File: src/rtl/fifo_wr_arbiter_if.sv
// Handshake bundle between the producers, the write arbiter and the FIFO write port.
// The master modport is the arbiter's view. The slave modport is the view of the producers and FIFO.
interface fifo_wr_arbiter_if #(
    parameter int unsigned NUM_REQ    = 4,
    parameter int unsigned FIFO_WIDTH = 16,
    parameter int unsigned ID_W       = $clog2(NUM_REQ)
);
    logic [NUM_REQ-1:0]            req_valid;
    logic [NUM_REQ*FIFO_WIDTH-1:0] req_data;
    logic [NUM_REQ-1:0]            req_ready;
    logic [NUM_REQ-1:0]            req_drop;
    logic                          fifo_wr_en;
    logic [FIFO_WIDTH-1:0]         fifo_data_in;
    logic                          fifo_wr_ack;
    logic                          fifo_overflow;
    logic                          fifo_full;
    logic [ID_W-1:0]               grant_id;
    logic                          busy;

    modport master (
        input  req_valid, req_data, fifo_wr_ack, fifo_overflow, fifo_full,
        output req_ready, req_drop, fifo_wr_en, fifo_data_in, grant_id, busy
    );

    modport slave (
        output req_valid, req_data, fifo_wr_ack, fifo_overflow, fifo_full,
        input  req_ready, req_drop, fifo_wr_en, fifo_data_in, grant_id, busy
    );
endinterface

File: src/rtl/fifo_wr_arbiter.sv
// Round-robin arbiter that shares one FIFO write port among NUM_REQ producers.
// It keeps one write outstanding at a time and retries rejected words up to MAX_RETRY attempts.
module fifo_wr_arbiter #(
    parameter int unsigned NUM_REQ    = 4,
    parameter int unsigned FIFO_WIDTH = 16,
    parameter int unsigned MAX_RETRY  = 4,
    parameter int unsigned ID_W       = $clog2(NUM_REQ)
) (
    input logic               clk,
    input logic               rst_n,
    fifo_wr_arbiter_if.master bus
);
    localparam int unsigned TRY_W = $clog2(MAX_RETRY + 1);

    typedef enum logic [1:0] {StIdle, StIssue, StWait, StRetry} state_e;

    state_e                 state_q, state_d;
    logic [ID_W-1:0]        grant_q, grant_d;
    logic [ID_W-1:0]        last_q, last_d;
    logic [FIFO_WIDTH-1:0]  data_q, data_d;
    logic [TRY_W-1:0]       try_q, try_d;
    logic [NUM_REQ-1:0]     ready_q, ready_d;
    logic [NUM_REQ-1:0]     drop_q, drop_d;

    logic                   pick_found;
    logic [ID_W-1:0]        pick_id;
    logic [ID_W-1:0]        cand;

    // Search from the requester after the last one served, wrapping around.
    always_comb begin
        pick_found = 1'b0;
        pick_id    = '0;
        cand       = '0;
        for (int unsigned k = 1; k <= NUM_REQ; k++) begin
            cand = ID_W'((32'(last_q) + k) % NUM_REQ);
            if (!pick_found && bus.req_valid[cand]) begin
                pick_found = 1'b1;
                pick_id    = cand;
            end
        end
    end

    always_comb begin
        state_d = state_q;
        grant_d = grant_q;
        last_d  = last_q;
        data_d  = data_q;
        try_d   = try_q;
        ready_d = '0;
        drop_d  = '0;
        case (state_q)
            StIdle: begin
                if (pick_found && !bus.fifo_full) begin
                    grant_d = pick_id;
                    data_d  = bus.req_data[32'(pick_id) * FIFO_WIDTH +: FIFO_WIDTH];
                    try_d   = '0;
                    state_d = StIssue;
                end
            end
            StIssue: begin
                try_d   = try_q + 1'b1;
                state_d = StWait;
            end
            StWait: begin
                // An ack wins even if overflow is also raised.
                if (bus.fifo_wr_ack) begin
                    ready_d[grant_q] = 1'b1;
                    last_d           = grant_q;
                    state_d          = StIdle;
                end else if (try_q == TRY_W'(MAX_RETRY)) begin
                    drop_d[grant_q] = 1'b1;
                    last_d          = grant_q;
                    state_d         = StIdle;
                end else begin
                    state_d = StRetry;
                end
            end
            StRetry: begin
                if (!bus.fifo_full) begin
                    state_d = StIssue;
                end
            end
            default: state_d = StIdle;
        endcase
    end

    always_ff @(posedge clk or negedge rst_n) begin
        if (!rst_n) begin
            state_q <= StIdle;
            grant_q <= '0;
            last_q  <= ID_W'(NUM_REQ - 1);
            data_q  <= '0;
            try_q   <= '0;
            ready_q <= '0;
            drop_q  <= '0;
        end else begin
            state_q <= state_d;
            grant_q <= grant_d;
            last_q  <= last_d;
            data_q  <= data_d;
            try_q   <= try_d;
            ready_q <= ready_d;
            drop_q  <= drop_d;
        end
    end

    assign bus.busy         = (state_q != StIdle);
    assign bus.fifo_wr_en   = (state_q == StIssue);
    assign bus.fifo_data_in = (state_q != StIdle) ? data_q : '0;
    assign bus.grant_id     = grant_q;
    assign bus.req_ready    = ready_q;
    assign bus.req_drop     = drop_q;
endmodule

File: src/flat_wrapper.sv
// flat-port wrapper written by rule: the top's interface ports become plain ports
module fifo_wr_arbiter_flat 
#(
    parameter int unsigned NUM_REQ    = 4,
    parameter int unsigned FIFO_WIDTH = 16,
    parameter int unsigned MAX_RETRY  = 4,
    parameter int unsigned ID_W       = $clog2(NUM_REQ)
)
  (clk, rst_n, bus_req_valid, bus_req_data, bus_fifo_wr_ack, bus_fifo_overflow, bus_fifo_full, bus_req_ready, bus_req_drop, bus_fifo_wr_en, bus_fifo_data_in, bus_grant_id, bus_busy);
  fifo_wr_arbiter_if #(.NUM_REQ(NUM_REQ), .FIFO_WIDTH(FIFO_WIDTH), .ID_W(ID_W)) bus_i ();
  input logic clk;
  input logic rst_n;
  input wire logic [$bits(bus_i.req_valid)-1:0] bus_req_valid;
  input wire logic [$bits(bus_i.req_data)-1:0] bus_req_data;
  input wire logic [$bits(bus_i.fifo_wr_ack)-1:0] bus_fifo_wr_ack;
  input wire logic [$bits(bus_i.fifo_overflow)-1:0] bus_fifo_overflow;
  input wire logic [$bits(bus_i.fifo_full)-1:0] bus_fifo_full;
  output wire logic [$bits(bus_i.req_ready)-1:0] bus_req_ready;
  output wire logic [$bits(bus_i.req_drop)-1:0] bus_req_drop;
  output wire logic [$bits(bus_i.fifo_wr_en)-1:0] bus_fifo_wr_en;
  output wire logic [$bits(bus_i.fifo_data_in)-1:0] bus_fifo_data_in;
  output wire logic [$bits(bus_i.grant_id)-1:0] bus_grant_id;
  output wire logic [$bits(bus_i.busy)-1:0] bus_busy;
  assign bus_i.req_valid = bus_req_valid;
  assign bus_i.req_data = bus_req_data;
  assign bus_i.fifo_wr_ack = bus_fifo_wr_ack;
  assign bus_i.fifo_overflow = bus_fifo_overflow;
  assign bus_i.fifo_full = bus_fifo_full;
  assign bus_req_ready = bus_i.req_ready;
  assign bus_req_drop = bus_i.req_drop;
  assign bus_fifo_wr_en = bus_i.fifo_wr_en;
  assign bus_fifo_data_in = bus_i.fifo_data_in;
  assign bus_grant_id = bus_i.grant_id;
  assign bus_busy = bus_i.busy;
  fifo_wr_arbiter #(.NUM_REQ(NUM_REQ), .FIFO_WIDTH(FIFO_WIDTH), .MAX_RETRY(MAX_RETRY), .ID_W(ID_W)) u_core (.clk(clk), .rst_n(rst_n), .bus(bus_i));
endmodule
File: config.mk
export PLATFORM = sky130hd
export DESIGN_NAME = fifo_wr_arbiter_flat
export DESIGN_NICKNAME = d
export VERILOG_FILES = /design/src/rtl/fifo_wr_arbiter_if.sv /design/src/rtl/fifo_wr_arbiter.sv /design/src/flat_wrapper.sv
export SDC_FILE = /design/constraint.sdc
export NUM_CORES = 1
export LEC_CHECK = 0
export CORE_UTILIZATION = 25
export DETAILED_ROUTE_END_ITERATION = 12
export PLACE_DENSITY_LB_ADDON = 0.15
export SYNTH_ARGS = -nofsm -noshare
export SYNTH_HDL_FRONTEND = slang
export SYNTH_SLANG_ARGS = --single-unit
File: constraint.sdc
create_clock -name clk -period 2.8 [get_ports clk]
set_clock_uncertainty 0.1 [all_clocks]
set_input_delay 0.56 -clock clk [delete_from_list [all_inputs] [get_ports clk]]
set_output_delay 0.56 -clock clk [all_outputs]
set_load 0.005 [all_outputs]
# Word-level counts from Yosys, hierarchy flattened
# Index checks and enable logic that the tools add are counted.
dict set report word_totals {
  latch_bits 0
  ff_bits 33
  ramBits 0
  memories 0
  romBits 0
  elab_cells 75
  inputBits 73
}
dict set report op_classes {
  shift 1
  magnitude_cmp 6
  n_div 0
  mux 33
  addsub 5
  reduce_logical 17
  n_mul 0
  bitwise_logic 0
  n_eq_ne 6
}
# operator n
set ops {}
lappend ops {{indexed part select 64 x 7 -> 16 bit} 1}
lappend ops {{two-way mux 2 bit} 10}
lappend ops {{two-way mux 4 bit} 5}
lappend ops {{two-way mux 16 bit} 1}
lappend ops {{< comparator 2 x 3 -> 1 bit (second input constant)} 5}
lappend ops {{two-way mux 1 bit} 9}
lappend ops {{binary-select mux 1 bit (select 2 bit)} 4}
lappend ops {{case mux 2 bit (4 select lines)} 1}
lappend ops {{AND reduction 2 bit} 4}
lappend ops {{case mux 3 bit (2 select lines)} 1}
lappend ops {{nonzero test 2 bit} 3}
lappend ops {{logical AND 1 bit} 5}
lappend ops {{adder 2 x 1 -> 2 bit (second input constant)} 2}
lappend ops {{adder 2 bit (second input constant)} 2}
lappend ops {{equality test 2 bit (second input constant)} 2}
lappend ops {{zero test 1 bit} 4}
lappend ops {{adder 3 x 1 -> 3 bit (second input constant)} 1}
lappend ops {{equality test 3 bit (second input constant)} 1}
lappend ops {{two-way mux 3 bit} 1}
lappend ops {{demux 1 bit (select 2 bit)} 1}
lappend ops {{equality test 2 x 1 -> 1 bit (second input constant)} 1}
lappend ops {{>= comparator 2 x 1 -> 1 bit (second input constant)} 1}
lappend ops {{zero test 2 bit} 1}
lappend ops {{inequality test 2 x 1 -> 1 bit (second input constant)} 1}
lappend ops {{inequality test 2 bit (second input constant)} 1}

# Logic depth before layout (Yosys ltp)
# Gate-level depths: netlist of the first run.
dict set report logic_depth {
  ltp_word 16
  depth_mapped 7
}

# Worst setup path after synthesis of the first run
# No wires, ideal clock.
dict set report synth_timing {
  kind {register -> output}
  from {register u_core.state_q[0]}
  to {output bus_fifo_data_in[10]}
  stages_incl_launch_ff 6
  path_buffers 2
  setup_slack_ns 0.765
  t_required_ns 2.140
  arrival_ns 1.375
  path_cell_list {dfrtp_1 -> inv_1 -> ha_1 -> clkbuf_1 -> clkbuf_1 -> nor2b_1}
}
dict set report synth_between {
  elab_chain_len 2
}
# item line
set synth_rtl {}
lappend synth_rtl {{start: declaration} fifo_wr_arbiter.sv:17} ;# state_e state_q, state_d;
lappend synth_rtl {{start signal: assignment} fifo_wr_arbiter.sv:89} ;# state_q <= StIdle;
lappend synth_rtl {{start signal: assignment} fifo_wr_arbiter.sv:97} ;# state_q <= state_d;
lappend synth_rtl {{nonzero test 2 bit} fifo_wr_arbiter.sv:109} ;# assign bus.fifo_data_in = (state_q != StIdle) ? data_q : '0;
lappend synth_rtl {{two-way mux 16 bit} fifo_wr_arbiter.sv:109}
lappend synth_rtl {{end: declaration} flat_wrapper.sv:21} ;# output wire logic [$bits(bus_i.fifo_data_in)-1:0] bus_fifo_data_in;
# No other way between the ends.

# Worst setup path after layout of the first run
# Same ends and word-level chain as after synthesis.

==> out/qor.yml, run 1 <==
timing:
  maxSlewViolCount: 0
  setup_viol: 0
  slew_headroom: 0.482
  fmax_mhz: 385
  setup_tns_ns: 0
  worstMarginPinSlew_ns: 0.777
  fin_crit_sh: 0.927
  rsz0062_at_grt: "no"
  hold_viol_final: 0
  layout_min_cycle_time_ns: 2.60
setup_path:
  start_kind: "register"
  crit_path_max_fanout: 8
  r2r-end: "u_core.data_q[3]"
  worstReg2RegStart: "u_core.state_q[1]"
  cp_num_cells: 5
  crit_end: "bus_fifo_data_in[10]"
  critPathTopFamily: "buffers and inverters"
  crit_path_top_delay_cell: "clkdlybuf4s50_1"
  crit_chain: "inv_1 > ha_1 > buf_4 > nor2b_1 > clkdlybuf4s50_1"
  path_class: "reg2out"
  arrival_ns: 1.94
  rr_worst_depth: 8
  r2r_slack_ns: 0.68
  required_ns: 2.14
  cp.buffers_inverters: 3
  setup.worst_path.start: "u_core.state_q[0]"
  max_stage_delay_ns: 0.53
  endpoint_kind: "output pin"
layout:
  multi_input_area_mm2: 0.00115
  area_growth_pct: 57.3
  fin_util: 0.405
  layout-drive-gt1-share: 0.117
  antenna-diode-count: 0
  stdcell_count: 405
  nNetsFinal: 378
  regArea_um2: 828
  n_fill_cell: 836
power_and_ir_drop:
  power_uw: 2780
  power_density_mw_per_mm2: 837
  ir_worst_vdd_uv: 240
  leakage_uw: 0.00141
place:
  finalWeightedCongestion: 0.742
  portBuffers: 99
  hpwl_mm: 4.12
  dpl.cell_count: 397
synthesis:
  synth_commonest_cells: "mux2i_1 (32), dfrtp_1 (31), nand2_1 (22), nor2b_1 (18)"
  yosysTopAreaCellShare: 0.367
  ys_seq_area_frac: 0.392
  ys_ff_latch: 33
  synth.area.top_cells: "dfrtp_1 (37%), mux2i_1 (15%), o221ai_2 (6.4%), nor2b_1 (5.3%), nand2_1 (3.9%)"
  synth_top_cell_by_area: "dfrtp_1"
  synth_ff_type: "dfrtp_1"
  yosys_warnings: 0
  synth_cell_types: 38
  netlist_instances: 196
  avgSynthCellArea_um2: 10.8
  synth_edf_count: 0
  syn_area_mm2: 0.00211
  async_reset_ff_frac: 1.00
  yosysMostFrequentCell: "mux2i_1"
  synth_nets: 275
clock_tree:
  htreeDepth: 2
  clock_path_buffers: 2
  clk_latency_ns: 0.29
  numCtsBuffers: 5
  cts_resized: 0
  cts_tree: "yes"
  clk_pin_slew_ns: 0.07
  clkSinkCount: 33
  postCtsSetupBuffers: 0
  root_buffer: "clkbuf_8"
  postCtsHoldBufs: 0
floorplanning:
  pin_count: 101
  dieArea_mm2: 0.00883
  rows: 33
  die_w_um: 94.0
  initial_core_util: 0.257
  die_h_um: 94.0
  coreArea_mm2: 0.00822
job:
  drv_cap: 0
global_routing:
  grt_pass1_vias: 1712
  grt.overflow.total: 0
  grt_max_degree: 34
  grt_use_total: 0.127
  antenna_found_initial: 0
  grt_pass1_wl_mm: 8.57
detailed_routing:
  wire_per_inst_um: 13.7
  via_count: 1815
  drt-initial-drc-count: 44
  drt_first_pass_iters: 4
  drc: 0
  ant_nets: 0
  drt_wl_total_mm: 5.53
  via_per_inst: 4.48
min_path:
  hold_class: "in2async"
status:
  status: "finished, final reports clean"
## cell families (layout without fill, tap and decap cells)
| group | Yosys count | in the layout | synth area share |
|---|---|---|---|
| buffers and inverters | 16 | 120 | 0.0669 |
| XOR/XNOR | 1 | 1 | 0.00414 |
| flip-flops | 33 | 33 | 0.392 |
| AND/OR/NAND/NOR | 69 | 69 | 0.182 |
| multiplexers | 34 | 34 | 0.162 |
| AO/OA/AOI/OAI | 37 | 37 | 0.158 |
| adder cells (fa/ha/maj) | 6 | 6 | 0.0355 |
## stage by stage
stage | area, um^2 | hold WS, ns | setup WS [ns]
after detailed placement | 3210 | 0.367 | 0.211
after floorplan | 2110 | 0.164 | 0.765
after global routing | 3330 | 0.300 | 0.0839
after CTS | 3330 | 0.268 | 0.159
final | 3330 | 0.244 | 0.204
after global placement | 3210 | 0.365 | 0.215
## report_power, final
group	total [uW]	switching, uW	internal, uW
combinational	1530	675	851
sequential	790	128	662
clock	467	177	290
## layer usage
metal,vias to the layer above,routed length (um),track usage
met5,-,0,0
met2,48,2620,0.197
li1,908,-,-
met3,6,327,0.0316
met1,853,2510,0.169
met4,0,78,0.0462
## area by class of cell
type                       instances  share of cell area
clock buffer                       7              0.0260
clock inverter                     1             0.00903
inverter                           6             0.00677
multi-input combinational        147               0.346
sequential                        33               0.249
tap                              105              0.0395
timing repair buffer             106               0.324
## registers in the layout, indices dropped and copies added (netlist names)
| name | flops |
|---|---|
| u_core.data_q | 16 |
| u_core.last_q | 2 |
| u_core.bus.req_drop | 4 |
| u_core.bus.grant_id | 2 |
| u_core.try_q | 3 |
| u_core.bus.req_ready | 4 |
| u_core.state_q | 2 |
## worst register-to-register path, delay by kind of cell (launching register included)
family	cells	cell delay, ns
and+or+nand+nor	2	0.30
adders and majority gates	1	0.35
DFF	1	0.40
AOI/OAI and AO/OA	1	0.22
buffers and inverters	4	0.64
## how the worst min path moves through the flow
stage	endpoint	slack, ns	start
CTS	u_core.data_q[6]	0.27	rst_n
detailed placement	u_core.data_q[5]	0.37	u_core.data_q[5]
floorplan	u_core.bus.grant_id[0]	0.16	rst_n
global placement	u_core.data_q[9]	0.36	u_core.data_q[9]
global route	u_core.data_q[6]	0.30	rst_n
finish	u_core.data_q[8]	0.24	rst_n
## cell usage in the layout (no fill, tap or decap), drive strengths merged, types with 6 or more instances in the layout
cell type / n
o221ai: 17
buf: 8
dfrtp: 31
clkdlybuf4s50: 98
o21ai: 6
nand2b: 6
nor2b: 18
mux2i: 32
ha: 6
inv: 6
clkbuf: 7
a21oi: 6
nand2: 24
nor2: 10
(Power assumes the default switching activity.)
==> inputs of run 2 (changes only) <==
- CORE_MARGIN: default -> 3
- PLACE_DENSITY: default -> 0.51
- PLACE_DENSITY_LB_ADDON: 0.15 -> default
- clock period: 2.8 -> 2.6 ns (I/O delays scaled with it)
==> run 2 against run 1 <==
Compared with the run above:
- die area rose by 8.7%
- count of clock-buffer cells in the layout rose by 1
- sequential power rose by 8.1%
- global-route usage increased by 0.13 points
- clock power is 21% lower
- design area is 1.0% lower
- flip-flop and latch count is the same
- worst hold slack got worse by 0.028 ns
- via count up 0.11%
- final cell count is 0.99% lower
- critical endpoint is now bus_fifo_data_in[14]
- register-to-register slack lost 0.04 ns
==> out/qor.yml, run 2 (same netlist as run 1, synthesis figures left out) <==
status:
  status: "finished, final reports clean"
place:
  portBuffers: 99
  dpl.cell_count: 393
  finalWeightedCongestion: 0.730
  pre_cts_slack_ns: 0.0974
  hpwl_mm: 4.45
  dpl-instance-area_mm2: 0.00321
setup_path:
  arrival_ns: 1.79
  r2r-end: "u_core.data_q[9]"
  path_class: "reg2out"
  required_ns: 1.98
  setup.worst_path.start: "u_core.state_q[1]"
  endpoint_kind: "output pin"
  rr_worst_depth: 6
  crit_path_max_fanout: 23
  crit_end: "bus_fifo_data_in[14]"
  r2r_slack_ns: 0.64
  start_kind: "register"
  worstReg2RegStart: "u_core.last_q[0]"
clock_tree:
  cts_tree: "yes"
  htreeDepth: 2
  clock_path_buffers: 2
  root_buffer: "clkbuf_8"
  clkSinkCount: 33
  clk_latency_ns: 0.28
  numCtsBuffers: 5
  postCtsSetupBuffers: 0
  clk_pin_slew_ns: 0.07
detailed_routing:
  drt_wl_total_mm: 5.99
  via_count: 1817
  via_per_inst: 4.53
  maxUsedRoutingLayer: "met4"
  wl_met3_um: 329
  wl_met2_mm: 2.97
  wl_met1_mm: 2.62
  wire_per_inst_um: 14.9
  drt-initial-drc-count: 44
  drc: 0
  ant_nets: 0
  drt_first_pass_iters: 4
timing:
  setup_tns_ns: 0
  rsz0062_at_grt: "no"
  layout_min_cycle_time_ns: 2.41
  fin_crit_sh: 0.929
  worstMarginPinSlew_ns: 0.768
  fmax_mhz: 414
  slew_headroom: 0.488
  setup_viol: 0
  maxSlewViolCount: 0
  hold_viol_final: 0
  fin_ws_ns: 0.186
layout:
  area_growth_pct: 55.7
  n_fill_cell: 779
  regMostFlops: "u_core.data_q"
  antenna-diode-count: 0
  final_cell_mix: "clkdlybuf4s50_1 (98), mux2i_1 (32), dfrtp_1 (30)"
  fin_util: 0.413
  final_area_mm2: 0.00329
  stdcell_count: 401
  layout-drive-gt1-share: 0.110
  nNetsFinal: 377
  final_common_cell: "clkdlybuf4s50_1"
  largest_register_ffs: 16
min_path:
  hold_class: "in2async"
power_and_ir_drop:
  power_density_mw_per_mm2: 873
  ir_worst_vdd_uv: 322
  leakage_uw: 0.00138
floorplanning:
  dieArea_mm2: 0.00960
  die_h_um: 98.0
  pin_count: 101
  rows: 32
  initial_core_util: 0.265
  die_w_um: 98.0
  coreArea_mm2: 0.00797
global_routing:
  grt.overflow.total: 0
  grt_max_degree: 34
  grt_use_total: 0.128
  grt_pass1_wl_mm: 9.82
  antenna_found_initial: 0
  grt_pass1_vias: 1902
job:
  drv_cap: 0
[run 2: stage by stage]
| stage | total power [uW] | hold WS, ns |
|---|---|---|
| final | 2870 | 0.216 |
| after floorplan | 1890 | 0.124 |
| after CTS | 2930 | 0.240 |
| after global routing | 3130 | 0.276 |
| after global placement | 2520 | 0.362 |
| after detailed placement | 2540 | 0.362 |
[run 2: how the worst min path moves through the flow]
stage,from,end,cells past startpoint
floorplan,rst_n,u_core.bus.grant_id[0],0
global placement,u_core.data_q[3],u_core.data_q[3],2
detailed placement,u_core.data_q[5],u_core.data_q[5],2
CTS,rst_n,u_core.bus.req_drop[3],1
global route,rst_n,u_core.data_q[2],1
finish,rst_n,u_core.state_q[0],1
[run 2: timing repair]
item | 4_1_cts | 5_1_grt
endpoints found under the setup margin | 0 | 2
resized for setup | 0 | 1
hold buffers | 0 | 0
[run 2: layout make-up]
class / count / area, um^2 / share of cell area
clock buffer: 8 / 80.1 / 0.0243
inverter: 6 / 22.5 / 0.00684
multi-input combinational: 147 / 1150 / 0.350
sequential: 33 / 830 / 0.252
tap: 102 / 128 / 0.0388
timing repair buffer: 105 / 1080 / 0.328
[run 2: per-layer routing]
| metal | track usage | vias up |
|---|---|---|
| li1 | - | 908 |
| met5 | 0 | - |
| met1 | 0.161 | 859 |
| met2 | 0.216 | 46 |
| met3 | 0.0329 | 4 |
| met4 | 0.0383 | 0 |
[run 2: where the power goes]
part	switching, uW	internal (uW)	total [uW]	leakage (uW)
logic	733	918	1650	0.000928
registers	139	715	854	0.000417
clock network	179	190	369	0.0000395
[run 2: critical path, cell delays in order, from the launching register on]
cell             delay (ns)
dfrtp_1                0.39
inv_1                  0.09
ha_1                   0.21
buf_12                 0.17
nor2b_1                0.14
clkdlybuf4s50_1        0.52
